`src/rtl/dcache_controller.sv`:
```
// dcache_controller: direct-mapped, write-back, write-allocate data cache
// between the core load/store stage and a line-wide backing memory.
//
// Ports
//   clock, reset                  system clock, asynchronous active-high reset
//   cpu_req_valid/rw/addr/data    one word request from the core (taken in IDLE)
//   cpu_res_ready, cpu_res_data   one-cycle completion pulse and load data
//   cpu_busy                      high whenever the controller is not idle
//   mem_req_valid/rw/addr/data    line transaction to backing memory
//   mem_res_ready, mem_res_data   line transaction completion and refill data
//   hit_count, miss_count         saturating hit / miss statistics
module dcache_controller #(
    parameter int unsigned NUM_LINES = 4,
    parameter int unsigned LINE_W    = 128,
    parameter int unsigned ADDR_W    = 32,
    parameter int unsigned WORD_W    = 32
) (
    input  logic              clock,
    input  logic              reset,
    input  logic              cpu_req_valid,
    input  logic              cpu_req_rw,
    input  logic [ADDR_W-1:0] cpu_req_addr,
    input  logic [WORD_W-1:0] cpu_req_data,
    output logic              cpu_res_ready,
    output logic [WORD_W-1:0] cpu_res_data,
    output logic              cpu_busy,
    output logic              mem_req_valid,
    output logic              mem_req_rw,
    output logic [ADDR_W-1:0] mem_req_addr,
    output logic [LINE_W-1:0] mem_req_data,
    input  logic              mem_res_ready,
    input  logic [LINE_W-1:0] mem_res_data,
    output logic [15:0]       hit_count,
    output logic [15:0]       miss_count
);

    localparam int unsigned WORDS  = LINE_W / WORD_W;
    localparam int unsigned OFF_W  = $clog2(LINE_W / 8);
    localparam int unsigned WSEL_W = $clog2(WORDS);
    localparam int unsigned BSEL_W = $clog2(WORD_W / 8);
    localparam int unsigned IDX_W  = $clog2(NUM_LINES);
    localparam int unsigned TAG_W  = ADDR_W - IDX_W - OFF_W;

    localparam logic [1:0] S_IDLE       = 2'd0;
    localparam logic [1:0] S_COMPARE    = 2'd1;
    localparam logic [1:0] S_WRITE_BACK = 2'd2;
    localparam logic [1:0] S_ALLOCATE   = 2'd3;

    logic [1:0]        state;
    logic [1:0]        next_state;

    // Latched request
    logic              req_rw;
    logic [TAG_W-1:0]  req_tag;
    logic [IDX_W-1:0]  req_idx;
    logic [WSEL_W-1:0] req_wsel;
    logic [WORD_W-1:0] req_data;
    // Set once the line has been refilled, so the final COMPARE is not counted
    logic              refilled;

    // Line state: valid/dirty are reset, tag/data arrays are not
    logic [NUM_LINES-1:0]           valid_bits;
    logic [NUM_LINES-1:0]           dirty_bits;
    logic [TAG_W-1:0]               tags  [NUM_LINES];
    logic [WORDS-1:0][WORD_W-1:0]   lines [NUM_LINES];

    logic hit;
    logic victim_dirty;

    // Byte-within-word address bits carry no information for word accesses
    logic unused_byte_sel;
    assign unused_byte_sel = ^cpu_req_addr[BSEL_W-1:0];

    // Lookup, next-state and combinational output decode
    always_comb begin
        next_state    = state;
        hit           = valid_bits[req_idx] && (tags[req_idx] == req_tag);
        victim_dirty  = valid_bits[req_idx] && dirty_bits[req_idx];
        cpu_res_ready = 1'b0;
        cpu_res_data  = '0;
        cpu_busy      = (state != S_IDLE);
        mem_req_valid = 1'b0;
        mem_req_rw    = 1'b0;
        mem_req_addr  = '0;
        mem_req_data  = '0;

        case (state)
            S_IDLE: begin
                if (cpu_req_valid) begin
                    next_state = S_COMPARE;
                end
            end
            S_COMPARE: begin
                if (hit) begin
                    cpu_res_ready = 1'b1;
                    if (!req_rw) begin
                        cpu_res_data = lines[req_idx][req_wsel];
                    end
                    next_state = S_IDLE;
                end else if (victim_dirty) begin
                    next_state = S_WRITE_BACK;
                end else begin
                    next_state = S_ALLOCATE;
                end
            end
            S_WRITE_BACK: begin
                mem_req_valid = 1'b1;
                mem_req_rw    = 1'b1;
                mem_req_addr  = {tags[req_idx], req_idx, {OFF_W{1'b0}}};
                mem_req_data  = lines[req_idx];
                if (mem_res_ready) begin
                    next_state = S_ALLOCATE;
                end
            end
            S_ALLOCATE: begin
                mem_req_valid = 1'b1;
                mem_req_rw    = 1'b0;
                mem_req_addr  = {req_tag, req_idx, {OFF_W{1'b0}}};
                if (mem_res_ready) begin
                    next_state = S_COMPARE;
                end
            end
            default: begin
                next_state = S_IDLE;
            end
        endcase
    end

    // State, request latch, line status bits and statistics
    always_ff @(posedge clock or posedge reset) begin
        if (reset) begin
            state      <= S_IDLE;
            req_rw     <= 1'b0;
            req_tag    <= '0;
            req_idx    <= '0;
            req_wsel   <= '0;
            req_data   <= '0;
            refilled   <= 1'b0;
            valid_bits <= '0;
            dirty_bits <= '0;
            hit_count  <= '0;
            miss_count <= '0;
        end else begin
            state <= next_state;
            case (state)
                S_IDLE: begin
                    if (cpu_req_valid) begin
                        req_rw   <= cpu_req_rw;
                        req_tag  <= cpu_req_addr[ADDR_W-1 -: TAG_W];
                        req_idx  <= cpu_req_addr[OFF_W +: IDX_W];
                        req_wsel <= cpu_req_addr[BSEL_W +: WSEL_W];
                        req_data <= cpu_req_data;
                        refilled <= 1'b0;
                    end
                end
                S_COMPARE: begin
                    if (hit) begin
                        if (req_rw) begin
                            dirty_bits[req_idx] <= 1'b1;
                        end
                        if (!refilled && (hit_count != 16'hFFFF)) begin
                            hit_count <= hit_count + 16'd1;
                        end
                    end else if (miss_count != 16'hFFFF) begin
                        miss_count <= miss_count + 16'd1;
                    end
                end
                S_ALLOCATE: begin
                    if (mem_res_ready) begin
                        valid_bits[req_idx] <= 1'b1;
                        dirty_bits[req_idx] <= 1'b0;
                        refilled            <= 1'b1;
                    end
                end
                default: begin
                end
            endcase
        end
    end

    // Tag and data arrays: refill writes the whole line, store hits merge one word
    always_ff @(posedge clock) begin
        if ((state == S_ALLOCATE) && mem_res_ready) begin
            lines[req_idx] <= mem_res_data;
            tags[req_idx]  <= req_tag;
        end else if ((state == S_COMPARE) && hit && req_rw) begin
            lines[req_idx][req_wsel] <= req_data;
        end
    end

endmodule

```
`config.mk`:
```
export PLATFORM = sky130hd
export DESIGN_NAME = dcache_controller
export DESIGN_NICKNAME = d
export VERILOG_FILES = /design/src/rtl/dcache_controller.sv
export SDC_FILE = /design/constraint.sdc
export NUM_CORES = 1
export LEC_CHECK = 0
export CAP_MARGIN = 5
export CORE_ASPECT_RATIO = 0.5
export CORE_MARGIN = 2
export CORE_UTILIZATION = 50
export DETAILED_ROUTE_END_ITERATION = 7
export PLACE_DENSITY = 0.79
export SYNTH_ARGS = -nofsm -noshare
export SYNTH_HDL_FRONTEND = slang
export SYNTH_SLANG_ARGS = --single-unit
```
`constraint.sdc`:
```
create_clock -name clock -period 4.76 [get_ports clock]
set_input_delay 0.476 -clock clock [delete_from_list [all_inputs] [get_ports clock]]
set_output_delay 0.476 -clock clock [all_outputs]
set_load 0.05 [all_outputs]
```
; Word level (Yosys, flattened, before mapping)
; Memory sizes are Yosys's and may differ from the RTL's.
; Cells that the tools add are included.
[op_classes]
add_sub_neg = 2
mux = 165
n_bitwise = 133
eq_ne = 11
reduce_logical = 21
order_cmp = 4
[op_table]
columns = op, n
row1 = 128-bit two-way mux, 2
row2 = 32-bit two-way mux, 5
row3 = 1-bit two-way mux, 142
row4 = 1-bit bitwise OR, 128
row5 = 32-bit binary-select mux with 2-bit select, 1
row6 = 32-bit demux with 2-bit select, 1
row7 = 32-bit case mux with 2 select lines, 1
row8 = 16-bit by 1-bit adder with 16-bit output (second input constant), 2
row9 = 16-bit inequality test (second input constant), 2
row10 = 26-bit equality test, 1
row11 = 4-bit two-way mux, 3
row12 = 3-bit AND reduction, 4
row13 = 2-bit inequality test (second input constant), 5
row14 = 1-bit logical AND, 8
row15 = 2-bit two-way mux, 4
row16 = 4-bit bitwise OR, 2
row17 = 2-bit case mux with 4 select lines, 1
row18 = 4-bit case mux with 2 select lines, 1
row19 = 2-bit by 3-bit < comparator with 1-bit output (second input constant), 2
row20 = 2-bit nonzero test, 3
row21 = 4-bit AND, 1
row22 = 1-bit binary-select mux with 2-bit select, 2
row23 = 2-bit equality test (second input constant), 2
row24 = 2-bit by 1-bit >= comparator with 1-bit output (second input constant), 2
row25 = 10 further kinds, 11
[totals]
memories = 2
wordCells = 349
register_bits = 106
ramBits = 616
output_inout_bits = 228
in_bits = 197
[mem_list]
columns = memory, words, word_bits, rd, rd_clocked_by_memory_dff, write_ports, line_no
row1 = lines, 4, 128, 1, 0, 1, 65  ; logic [WORDS-1:0][WORD_W-1:0] lines [NUM_LINES];
row2 = tags, 4, 26, 1, 0, 1, 64  ; logic [TAG_W-1:0] tags [NUM_LINES];

; Logic depth before layout (Yosys ltp)
; Gate-level depths: netlist of the first run.
[logic_depth]
word_depth = 9
mapped_depth = 13
ltp_nobuf = 8

; Least setup slack after synthesis of the first run
; OpenSTA, ideal clock, no wires.
[synth_path]
path_kind = register to register
startpoint = reg req_idx[0]
endpoint = mem lines[0][32] (netlist name), enable pin
synth_period_minus_slack_ns = 4.702
stages_incl_launch_ff = 13
slack_ns = 0.058
required_ns = 4.328
n_path_buf = 5
t_arrival_ns = 4.270
setup_ns = 0.432
cell_sequence = dfrtp_1 -> buf_6 -> buf_6 -> mux4_2 -> xnor2_2 -> nand2_1 -> nor4b_4 -> nand3_2 -> buf_6 -> or3_1 -> buf_6 -> buf_6 -> a21oi_1
[synth_between]
elab_chain_cells = 9
word_cells_on_any_way = 11
classes_between = 1 x eq/ne / 5 x mux / 1 x bitwise / 3 x reduce/logical / 1 x memory
[synth_lines]
columns = element, line_no
row1 = "start, declared", 55  ; logic [IDX_W-1:0] req_idx;
row2 = "start signal, assigned", 150  ; req_idx <= cpu_req_addr[OFF_W +: IDX_W];
row3 = memory 4 x 26 bit / 1-bit binary-select mux with 2-bit select (equally long branches), --
row4 = 26-bit equality test / 1-bit two-way mux (equally long branches), 77  ; hit = valid_bits[req_idx] && (tags[req_idx] == req_tag);
row5 = 1-bit logical AND, 77
row6 = 1-bit logical AND (2 in series), 186  ; end else if ((state == S_COMPARE) && hit && req_rw) begin
row7 = 1-bit two-way mux, 186
row8 = 1-bit two-way mux, 183  ; if ((state == S_ALLOCATE) && mem_res_ready) begin
row9 = 128-bit two-way mux (not written as such), 187  ; lines[req_idx][req_wsel] <= req_data;
row10 = 1-bit bitwise OR (no source line), --
row11 = "end, declared", 65
; Several ways; a longest one is shown, not always the timed one. The select of a mux whose other input is x is not followed.

; Final worst setup path of the first run
[layout_path]
startpoint = reg req_idx[0]
endpoint = out cpu_res_data[11]
[layout_between]
elab_chain_cells = 6
word_cells_on_any_way = 11
classes_between = 1 x eq/ne / 7 x mux / 1 x reduce/logical / 2 x memory
[layout_lines]
columns = element, line_no
row1 = memory 4 x 128 bit, --
row2 = 32-bit binary-select mux with 2-bit select, 97  ; cpu_res_data = lines[req_idx][req_wsel];
row3 = 32-bit two-way mux (not written as such), 97
row4 = 32-bit two-way mux, 96  ; if (!req_rw) begin
row5 = 32-bit two-way mux (*), 94  ; if (hit) begin
row6 = 32-bit two-way mux (*), 87  ; case (state)
row7 = "end, declared", 25  ; output logic [WORD_W-1:0] cpu_res_data,
; Every way passes the cells marked *; elsewhere a longest branch is shown, timed or not. The select of a mux whose other input is x is not followed.

==> qor.yml, run 1 <==
ant_nets: 0
multi_input_area_um2: 9660
finalMaxSlewViolations: 0
yosysWarnings: 0
relSlewSlack_pct: 27.5
layout_cells_sized_above_1_pct: 28.7
critPathLaunchType: "register"
ir_worst_vdd_mv: 0.525
worst_ep_required_time_ns: 4.28
cts_htree_levels: 2
nFillCells: 4162
detail_route.drc_violations: 0
routed_wl_um: 80300
final_hold_fails: 0
synth_cell_types: 56
grt_pass1_vias: 18000
gpl.final_weighted_congestion: 0.821
power.static_leakage_nw: 13.3
layout_common_cells: "edfxtp_1, clkdlybuf4s50_1, mux4_2, mux2_2, and2_1"
timing.setup.tns_ns: 0
finalClockSkew_ns: 0.0275
cts_buffers: 60
grt_max_degree: 105
globalRouteMet2Util_pct: 42.4
drt_first_pass_iters: 5
grt_pass1_wl_um: 117000
setup_repair_after_global_routing_missed_its_margin: "false"
drtIter0Drc: 1788
globalRouteOverflowTotal: 0
netlist_area_um2: 31100
clock.fmax_ghz: 0.221
status: "finished, final reports clean"
busiest_layer: "met2"
die_height_um: 180
setup.worst_path.class: "register to output port"
worst_ep_arrival_time_ns: 4.06
die_area_um2: 64400
finish.net_count: 2321
viasPerCell: 5.87
grt_use_met1_pct: 32.1
final_common_cell: "edfxtp_1"
ys_seq_elements: 722
synth-main-ff-cell: "edfxtp_1"
period_minus_slack_ns: 4.53
p_per_area_nw_per_um2: 544
routed-via-count: 17600
placement.io_buffers: 418
cp_max_fo: 32
clkSinkCount: 722
cts_max_path_buffers: 3
setup-violations-final: 0
insertion_delay_ns: 0.63
synth_edf_count: 616
seqCellArea_um2: 21200
worstHoldPathType: "primary input to asynchronous set/reset pin"
num_io_pins: 425
setup.worst_path.end_class: "output port"
groute.layer.met3.usage_pct: 3.82
synth_seq_area_share_pct: 68.0
syn_avg_cell_area_um2: 18.7
clk_slew_on_worst_s_h_paths_ns: 0.07
layout-area-overhead-vs-synth_pct: 25.8
final_critical_path_setup_slack_ns: 0.229
maxCapViolations: 0
synth_async_sr_flop_share_pct: 14.7
place.detailed.hpwl_um: 53200
core.rowCount: 64
root_buffer: "clkbuf_16"
die_x_um: 357
worst_slew_pin_slew_ns: 1.09
synthesis.instances: 1667
cts_tree: "yes"
core-area_um2: 61300
dp_slack_ns: 0.513
track_usage_pct: 24.8
detail_route.wl_per_cell_um: 26.8
grt_antenna_before_repair: 7
initial_utilization_pct: 50.7
postCtsHoldBufs: 0
post-route-period-util_pct: 95.2
[sequential cells by signal (all words and copies together) (netlist names), named ones only]
register	count
req_wsel	2
refilled	1
miss_count	16
state	2
valid_bits	4
lines	512
hit_count	16
req_tag	26
req_data	32
req_idx	2
tags	104
req_rw	1
[path summary, 6_finish.rpt]
| check | slack [ns] | startpoint | cells after the start | to |
|---|---|---|---|---|
| max | 0.23 | req_idx[0]$_DFFE_PP0P_ | 12 | cpu_res_data[11] |
| min | 0.45 | reset | 2 | miss_count[5]$_DFFE_PP0P_ |
| max reg2reg | 0.58 | req_idx[0]$_DFFE_PP0P_ | 10 | lines[1][61]$_DFFE_PP_ |
| min reg2reg | 0.48 | valid_bits[0]$_DFFE_PP0P_ | 1 | valid_bits[0]$_DFFE_PP0P_ |
| max in group asynchronous | 3.26 | reset | 3 | miss_count[0]$_DFFE_PP0P_ |
| min in group clock | 0.47 | cpu_req_data[1] | 2 | req_data[1]$_DFFE_PP0P_ |
[metrics by stage]
step / area (um^2) / hold WS [ns] / total power [mW] / cells / utilization (%)
after floorplan: 31100 / 0.434 / 13.7 / 1670 / -
after global placement: 36900 / 0.446 / 16.1 / 2871 / 60.2
after detailed placement: 36900 / 0.454 / 16.2 / 2871 / 60.2
after CTS: 39000 / 0.432 / 21.3 / 2985 / 63.6
after global routing: 39100 / 0.451 / 22.1 / 3001 / 63.8
final: 39100 / 0.446 / 21.3 / 3001 / 63.8
[what timing repair did]
action / 4_1_cts / 5_1_grt
setup buffers: 1 / 9
endpoints found under the setup margin: 32 / 32
resized for setup: 1 / 1
[kinds of logic (layout without fill, tap and decap cells)]
logic type,after synthesis,after routing,synth area share (%)
buffers and inverters,118,617,1.74
AOI/OAI and AO/OA,67,67,1.63
xor gates and xnor gates,53,53,1.52
adders and majority gates,6,6,0.241
DFF,722,722,68.0
and+or+nand+nor,308,308,5.85
muxes,392,392,21.0
other,1,11,0.0121
[Yosys cell counts (15+ instances only)]
library cell	instances	area share, %
nand2_1	35	0.42
nor2_1	21	0.25
nand3_1	19	0.31
xnor2_1	41	1.2
mux2_2	164	5.9
dfrtp_1	106	8.5
clkbuf_1	56	0.68
mux4_2	182	13
a22o_1	21	0.59
nand4_1	21	0.42
and2_1	134	2.7
nor2b_1	34	0.68
inv_1	15	0.18
a21oi_1	18	0.29
buf_1	20	0.24
mux2_4	26	1.3
edfxtp_1	616	59
[worst max-delay path, stage by stage (launching register included)]
cell and delay (ns):
dfrtp_4 0.52, buf_8 0.21, buf_4 0.24, mux4_2 0.55, xnor2_1 0.19, nand2_1 0.06, nand4bb_1 0.18, nor4b_1 0.36
buf_4 0.22, nand3_2 0.08, buf_4 0.32, nor2b_1 0.29, buf_12 0.17
[area by class of cell]
cell class | instances | area share (%)
well taps | 825 | 2.64
inverters | 16 | 0.160
multi-input cells | 830 | 24.7
repair buffers | 488 | 13.1
diodes | 7 | 0.0448
clock buffers | 83 | 4.40
flip-flops and latches | 722 | 54.1
clock inverters | 30 | 0.924
[metal layers]
metal / up-vias / share of wire, %
li1: 7514 / -
met1: 9254 / 38
met2: 684 / 52
met3: 150 / 6.4
met4: 0 / 3.8
met5: - / 0
[report_power, final]
group          internal [mW]  switching, mW
sequential              7.67          0.706
combinational           3.45           4.31
clock                   2.91           2.24
total                   14.0           7.25
Note: power is estimated with default switching activity, not from simulation.
==> run 2, diff against run 1 <==
--- a/config.mk
+++ b/config.mk
@@ -10,6 +10,7 @@
 export CORE_MARGIN = 2
 export CORE_UTILIZATION = 50
 export DETAILED_ROUTE_END_ITERATION = 7
+export GPL_TIMING_DRIVEN = 0
 export PLACE_DENSITY = 0.79
 export SYNTH_ARGS = -nofsm -noshare
 export SYNTH_HDL_FRONTEND = slang
==> run 2 against run 1 <==
Fmax shrank 3.8%. Flip-flop and latch count unchanged. Clock power is 1% lower. Power grew 2.3%. Combinational power rose by 8.6%.
==> qor.yml, run 2 (same netlist as run 1, synthesis figures left out) <==
clkSinkCount: 722  # unchanged
worstReg2RegStart: "req_idx[0]$_DFFE_PP0P_"
dp_slack_ns: -1.27  # -1.78 ns
finish.net_count: 2402  # +3.5%
switching_power_mw: 7.81  # +7.6%
timing.critical_path.buf_inv: 4  # -1
top_register_by_number_of_flip_flops: "lines"
worstHoldPathType: "primary input to asynchronous set/reset pin"
placement.io_buffers: 418  # unchanged
power.static_leakage_nw: 13.5  # +1.4%
timing.critical_path.mode_cell: "buf_6"
critPathTopFamily: "simple AND/OR/NAND/NOR gates"
p_per_area_nw_per_um2: 552  # +1.4%
drtIter0Drc: 2244  # +26%
multi_input_area_um2: 9720  # +0.65%
track_usage_pct: 27.6  # +2.9 points
detail_route.drc_violations: 0  # unchanged
grt_antenna_before_repair: 7  # unchanged
worst_slew_pin_slew_ns: 1.34  # +0.247 ns
critPathLaunchType: "register"
insertion_delay_ns: 0.62  # about the same
largest_register_ffs: 512  # unchanged
post-route-period-util_pct: 99.0  # +3.8 points
seq_power_share_pct: 37.9  # -1.4 points
cellInternalPower_mw: 14.0  # -0.42%
die_height_um: 180  # unchanged
crit_path_top_delay_cell: "clkdlybuf4s15_1"
grt_pass1_wl_um: 129000  # +9.8%
dpl-instance-area_um2: 37000  # +0.32%
setup.worst_path.class: "register to output port"
setup_repair_after_global_routing_missed_its_margin: "true"
cp_max_fo: 10  # -69%
routed-via-count: 18700  # +6.3%
root_buffer: "clkbuf_16"
layout_common_cells: "edfxtp_1, clkdlybuf4s50_1, mux4_2, mux2_2, and2_1"
relSlewSlack_pct: 11.0  # -16 points
routed_wl_um: 91300  # +14%
logic_depth_of_the_worst_path_buffers_included: 11  # -1
final_critical_path_setup_slack_ns: 0.0495  # -0.179 ns
layout-area-overhead-vs-synth_pct: 26.9
finalMaxSlewViolations: 0  # unchanged
setup.worst_path.start: "req_idx[0]$_DFFE_PP0P_"
comb_power_share_pct: 38.7  # +2.3 points
detail_route.wl_per_cell_um: 29.6  # +11%
viasPerCell: 6.08  # +3.6%
crit_path_max_incr_delay_ns: 0.62  # +0.07 ns
final_hold_fails: 0  # unchanged
setup.worst_path.end_class: "output port"
ir_worst_vdd_mv: 0.336  # -36%
core.rowCount: 64  # unchanged
grt_pass1_vias: 19200  # +6.6%
drt_first_pass_iters: 7  # +2
cell_depth_of_the_worst_flop_to_flop_path: 12  # +2
power.share.switching_pct: 35.8  # +1.8 points
initial_utilization_pct: 50.7  # unchanged
cts_tree: "yes"
nFillCells: 4182  # +0.48%
grt_max_degree: 75  # -29%
gpl.final_weighted_congestion: 0.846  # +3.0%
globalRouteOverflowTotal: 0  # unchanged
cts_buffers: 61  # +1.7%
worstPathCellList: "buf_6 > buf_6 > mux4_2 > xnor2_1 > nand4_1 > nor4_2 > nor4b_4 > buf_4 > nand3_4 > nor2b_1 > clkdlybuf4s15_1"
finalClockSkew_ns: 0.0205  # -0.00702 ns
fin_area_um2: 39500  # +0.91%
core-area_um2: 61300  # unchanged
ant_nets: 0  # unchanged
cts_max_path_buffers: 3  # unchanged
worst_ep_required_time_ns: 4.28  # about the same
clkPwrFrac_pct: 23.4  # -0.8 points
place.detailed.hpwl_um: 62300  # +17%
status: "finished, final reports clean"
maxCapViolations: 0  # unchanged
power.total_mw: 21.8  # +2.3%
num_io_pins: 425  # unchanged
cts_htree_levels: 2  # unchanged
die_area_um2: 64400  # unchanged
die_x_um: 357  # unchanged
worst_ep_arrival_time_ns: 4.23  # +0.17 ns
postCtsHoldBufs: 0  # unchanged
clk_slew_on_worst_s_h_paths_ns: 0.07  # about the same
period_minus_slack_ns: 4.71  # +0.179 ns
clock.fmax_ghz: 0.212  # -3.8%
final_common_cell: "edfxtp_1"
layout_cells_sized_above_1_pct: 28.4  # -0.25 points
setup-violations-final: 0  # unchanged
seqCellArea_um2: 21200  # about the same
reg_top3: "lines (512), tags (104), req_data (32)"
==> run 2: changes by cell type in the layout (fill, tap and decap cells not counted), sizes merged <==
| cell | before | now |
|---|---|---|
| a21oi | 18 | 20 |
| dlygate4sd2 | 0 | 1 |
| clkdlybuf4s50 | 382 | 386 |
| clkbuf | 83 | 129 |
| clkinv | 21 | 26 |
| clkdlybuf4s18 | 0 | 1 |
| buf | 106 | 113 |
| bufinv | 7 | 6 |
| clkdlybuf4s15 | 0 | 7 |
| inv | 16 | 19 |
| clkinvlp | 2 | 6 |
==> run 2: path summary, 6_finish.rpt <==
kind                       slack, ns                         to
max reg2reg                     0.20    lines[0][108]$_DFFE_PP_
max in group asynchronous       3.74   req_data[10]$_DFFE_PP0P_
min in group clock              0.47     req_tag[7]$_DFFE_PP0P_
min                             0.21  miss_count[6]$_DFFE_PP0P_
min reg2reg                     0.47  valid_bits[1]$_DFFE_PP0P_
max                             0.05           cpu_res_data[31]
==> run 2: what timing repair did <==
item                                    CTS  global route
setup buffers                            12            14
cloned                                    2             0
pin swaps                                10             7
hold endpoints to repair                  0             0
endpoints found under the setup margin  685           195
gates resized for setup                 161            60
==> run 2: per-layer routing <==
layer | vias up | global-route usage (%) | part of all wire, %
li1 | 7694 | - | -
met1 | 9830 | 35.0 | 37
met2 | 991 | 47.4 | 52
met3 | 201 | 5.21 | 7.9
met4 | 0 | 10.9 | 3.9
met5 | - | 0 | 0
==> run 2: final cells by class <==
cell class | instances | area share [%]
flip-flops and latches | 722 | 53.6
multi-input cells | 832 | 24.6
repair buffers | 464 | 12.5
clock buffers | 71 | 4.06
well taps | 825 | 2.61
plain buffers | 102 | 1.38
clock inverters | 41 | 0.989
inverters | 16 | 0.165
diodes | 7 | 0.0444
==> run 2: stage by stage <==
stage	std cells	util [%]	TNS [ns]	hold slack, ns
after floorplan	1670	-	0	0.434
after detailed placement	2932	60.4	-148.00	0.453
after global placement	2913	59.2	-1541.28	0.447
after CTS	3058	64.1	-0.00399	0.206
after global routing	3080	64.4	-0.343	0.226
final	3080	64.4	0	0.213
==> run 2: power groups by stage <==
stage | logic [mW] | registers [mW] | clock network, mW
floorplan | 5.41 | 8.25 | 0
global route | 8.76 | 8.33 | 5.35
global placement | 7.96 | 8.34 | 0
detailed placement | 8.18 | 8.36 | 0
finish | 8.43 | 8.26 | 5.09
CTS | 8.33 | 8.24 | 5.08
==> run 3, diff against run 2 <==
--- a/config.mk
+++ b/config.mk
@@ -12,6 +12,7 @@
 export DETAILED_ROUTE_END_ITERATION = 7
 export GPL_TIMING_DRIVEN = 0
 export PLACE_DENSITY = 0.79
+export SLEW_MARGIN = 20
 export SYNTH_ARGS = -nofsm -noshare
 export SYNTH_HDL_FRONTEND = slang
 export SYNTH_SLANG_ARGS = --single-unit
==> run 3 against run 2 <==
Fmax up 1.2%. Largest power group unchanged. Worst setup slack gained 0.056 ns. Highest routed layer unchanged. First-iteration DRC count is 5.7% lower.
==> qor.yml, run 3 (same netlist as run 1, synthesis figures left out) <==
status: "finished, final reports clean"
globalRouteOverflowTotal: 0  # unchanged
setup.worst_path.class: "register to output port"
post-route-period-util_pct: 97.8  # -1.2 points
root_buffer: "clkbuf_16"
relSlewSlack_pct: 25.2  # +14 points
final_common_cell: "edfxtp_1"
grt_pass1_wl_um: 130000  # +1.2%
final_critical_path_setup_slack_ns: 0.106  # +0.0562 ns
track_usage_pct: 28.0  # +0.39 points
clk_slew_on_worst_s_h_paths_ns: 0.07  # about the same
viasPerCell: 6.10  # +0.40%
setup.worst_path.start: "req_idx[1]$_DFFE_PP0P_"
critPathTopFamily: "buffers and inverters"
grt_max_degree: 82  # +9.3%
switching_power_mw: 7.84  # +0.47%
finalMaxSlewViolations: 0  # unchanged
p_per_area_nw_per_um2: 554  # +0.41%
placement.io_buffers: 418  # unchanged
finalNonFillerCells: 3082  # +0.065%
core.rowCount: 64  # unchanged
routed_wl_um: 91800  # +0.61%
insertion_delay_ns: 0.60  # -0.02 ns
power.share.switching_pct: 35.6  # -0.27 points
grt_pass1_vias: 19300  # +0.46%
layout-area-overhead-vs-synth_pct: 27.9
nFillCells: 4106  # -1.8%
worst_ep_arrival_time_ns: 4.18  # -0.05 ns
power.total_mw: 22.1  # +1.2%
gpl.final_weighted_congestion: 0.846  # unchanged
setup-violations-final: 0  # unchanged
top_register_by_number_of_flip_flops: "lines"
fin_area_um2: 39800  # +0.82%
period_minus_slack_ns: 4.65  # -0.0562 ns
cts_htree_levels: 3  # +1
drtIter0Drc: 2117  # -5.7%
critPathLaunchType: "register"
cellInternalPower_mw: 14.2  # +1.7%
dp_slack_ns: -1.27  # -0.00352 ns
crit_path_max_incr_delay_ns: 0.52  # -0.10 ns
place.detailed.hpwl_um: 64300  # +3.2%
layout_cells_sized_above_1_pct: 28.2  # -0.18 points
placedCellCount: 2945  # +0.44%
detail_route.wl_per_cell_um: 29.8  # +0.54%
crit_path_top_delay_cell: "clkbuf_1"
core-area_um2: 61300  # unchanged
comb_power_share_pct: 38.2  # -0.5 points
setup.worst_path.end_class: "output port"
reg_top3: "lines (512), tags (104), req_data (32)"
finalClockSkew_ns: 0.0246  # +0.00416 ns
ir_worst_vdd_mv: 0.315  # -6.3%
die_height_um: 180  # unchanged
worst_slew_pin_slew_ns: 1.12  # -0.214 ns
postCtsHoldBufs: 0  # unchanged
clkSinkCount: 722  # unchanged
worstPathCellList: "buf_2 > buf_4 > buf_4 > clkbuf_1 > clkbuf_2 > mux4_2 > mux4_2 > nor2b_1 > dlygate4sd2_1"
final_hold_fails: 0  # unchanged
timing.hold.ws_ns: 0.231  # +0.0180 ns
timing.critical_path.buf_inv: 6  # +2
power.static_leakage_nw: 13.6  # +0.58%
dpl-instance-area_um2: 37400  # +1.1%
initial_utilization_pct: 50.7  # unchanged
worstHoldPathType: "primary input to asynchronous set/reset pin"
maxCapViolations: 0  # unchanged
num_io_pins: 425  # unchanged
detail_route.drc_violations: 0  # unchanged
finish.net_count: 2398  # -0.17%
worst_ep_required_time_ns: 4.28  # about the same
grt_antenna_before_repair: 9  # +2
final_core_util_pct: 64.9  # +0.53 points
die_x_um: 357  # unchanged
routed-via-count: 18800  # +0.47%
timing.setup.tns_ns: 0  # unchanged
die_area_um2: 64400  # unchanged
drt_first_pass_iters: 5  # -2
worstReg2RegStart: "req_idx[0]$_DFFE_PP0P_"
cts_max_path_buffers: 3  # unchanged
cp_max_fo: 10  # unchanged
clock.fmax_ghz: 0.215  # +1.2%
layout_common_cells: "edfxtp_1, clkdlybuf4s50_1, mux4_2, mux2_2, and2_1"
cts_buffers: 66  # +8.2%
largest_register_ffs: 512  # unchanged
cts_tree: "yes"
ant_nets: 0  # unchanged
seq_power_share_pct: 37.5  # -0.4 points
clkPwrFrac_pct: 24.3  # +0.9 points
[run 3: path summary, 6_finish.rpt]
kind | depth (start not counted) | to | slack [ns]
max reg2reg | 13 | lines[3][71]$_DFFE_PP_ | 0.17
min in group clock | 1 | valid_bits[1]$_DFFE_PP0P_ | 0.46
max in group asynchronous | 3 | req_data[8]$_DFFE_PP0P_ | 3.76
min reg2reg | 1 | valid_bits[1]$_DFFE_PP0P_ | 0.46
max | 9 | cpu_res_data[0] | 0.11
min | 2 | req_tag[5]$_DFFE_PP0P_ | 0.23
[run 3: layout make-up]
type | instances | area (um^2) | share of cell area [%]
Antenna cell | 9 | 22.5 | 0.0566
Buffer | 101 | 547 | 1.37
Clock buffer | 91 | 1840 | 4.62
Timing Repair Buffer | 458 | 5150 | 12.9
Multi-Input combinational cell | 830 | 9690 | 24.3
Tap cell | 825 | 1030 | 2.59
Sequential cell | 722 | 21200 | 53.1
Inverter | 16 | 67.6 | 0.170
Clock inverter | 30 | 312 | 0.783
[run 3: what timing repair did]
action	CTS	global route
resized for setup	149	27
setup endpoints to repair	512	139
pin swaps	0	5
setup buffers	1	7
[run 3: routing by layer]
metal	routed length [um]	share of wire [%]	global-route usage (%)
met4	3910	4.3	11.7
met3	8040	8.8	4.43
met1	32400	35	35.7
met5	0	0	0
met2	47400	52	48.2
[run 3: power by group through the flow]
| stage | Clock (mW) | Combinational (mW) | Sequential (mW) |
|---|---|---|---|
| floorplan | 0 | 5.41 | 8.25 |
| global placement | 0 | 7.96 | 8.34 |
| detailed placement | 0 | 8.28 | 8.36 |
| CTS | 5.36 | 8.38 | 8.24 |
| global route | 5.62 | 8.76 | 8.34 |
| finish | 5.36 | 8.42 | 8.27 |
[run 3: worst register-to-register path: cells and delay by family, from the launching register on]
kind	cells	cell delay [ns]
and+or+nand+nor	4	1.42
DFF	1	0.34
AOI/OAI and AO/OA	1	0.47
buffers and inverters	6	1.33
muxes	1	0.57
xor gates and xnor gates	1	0.17
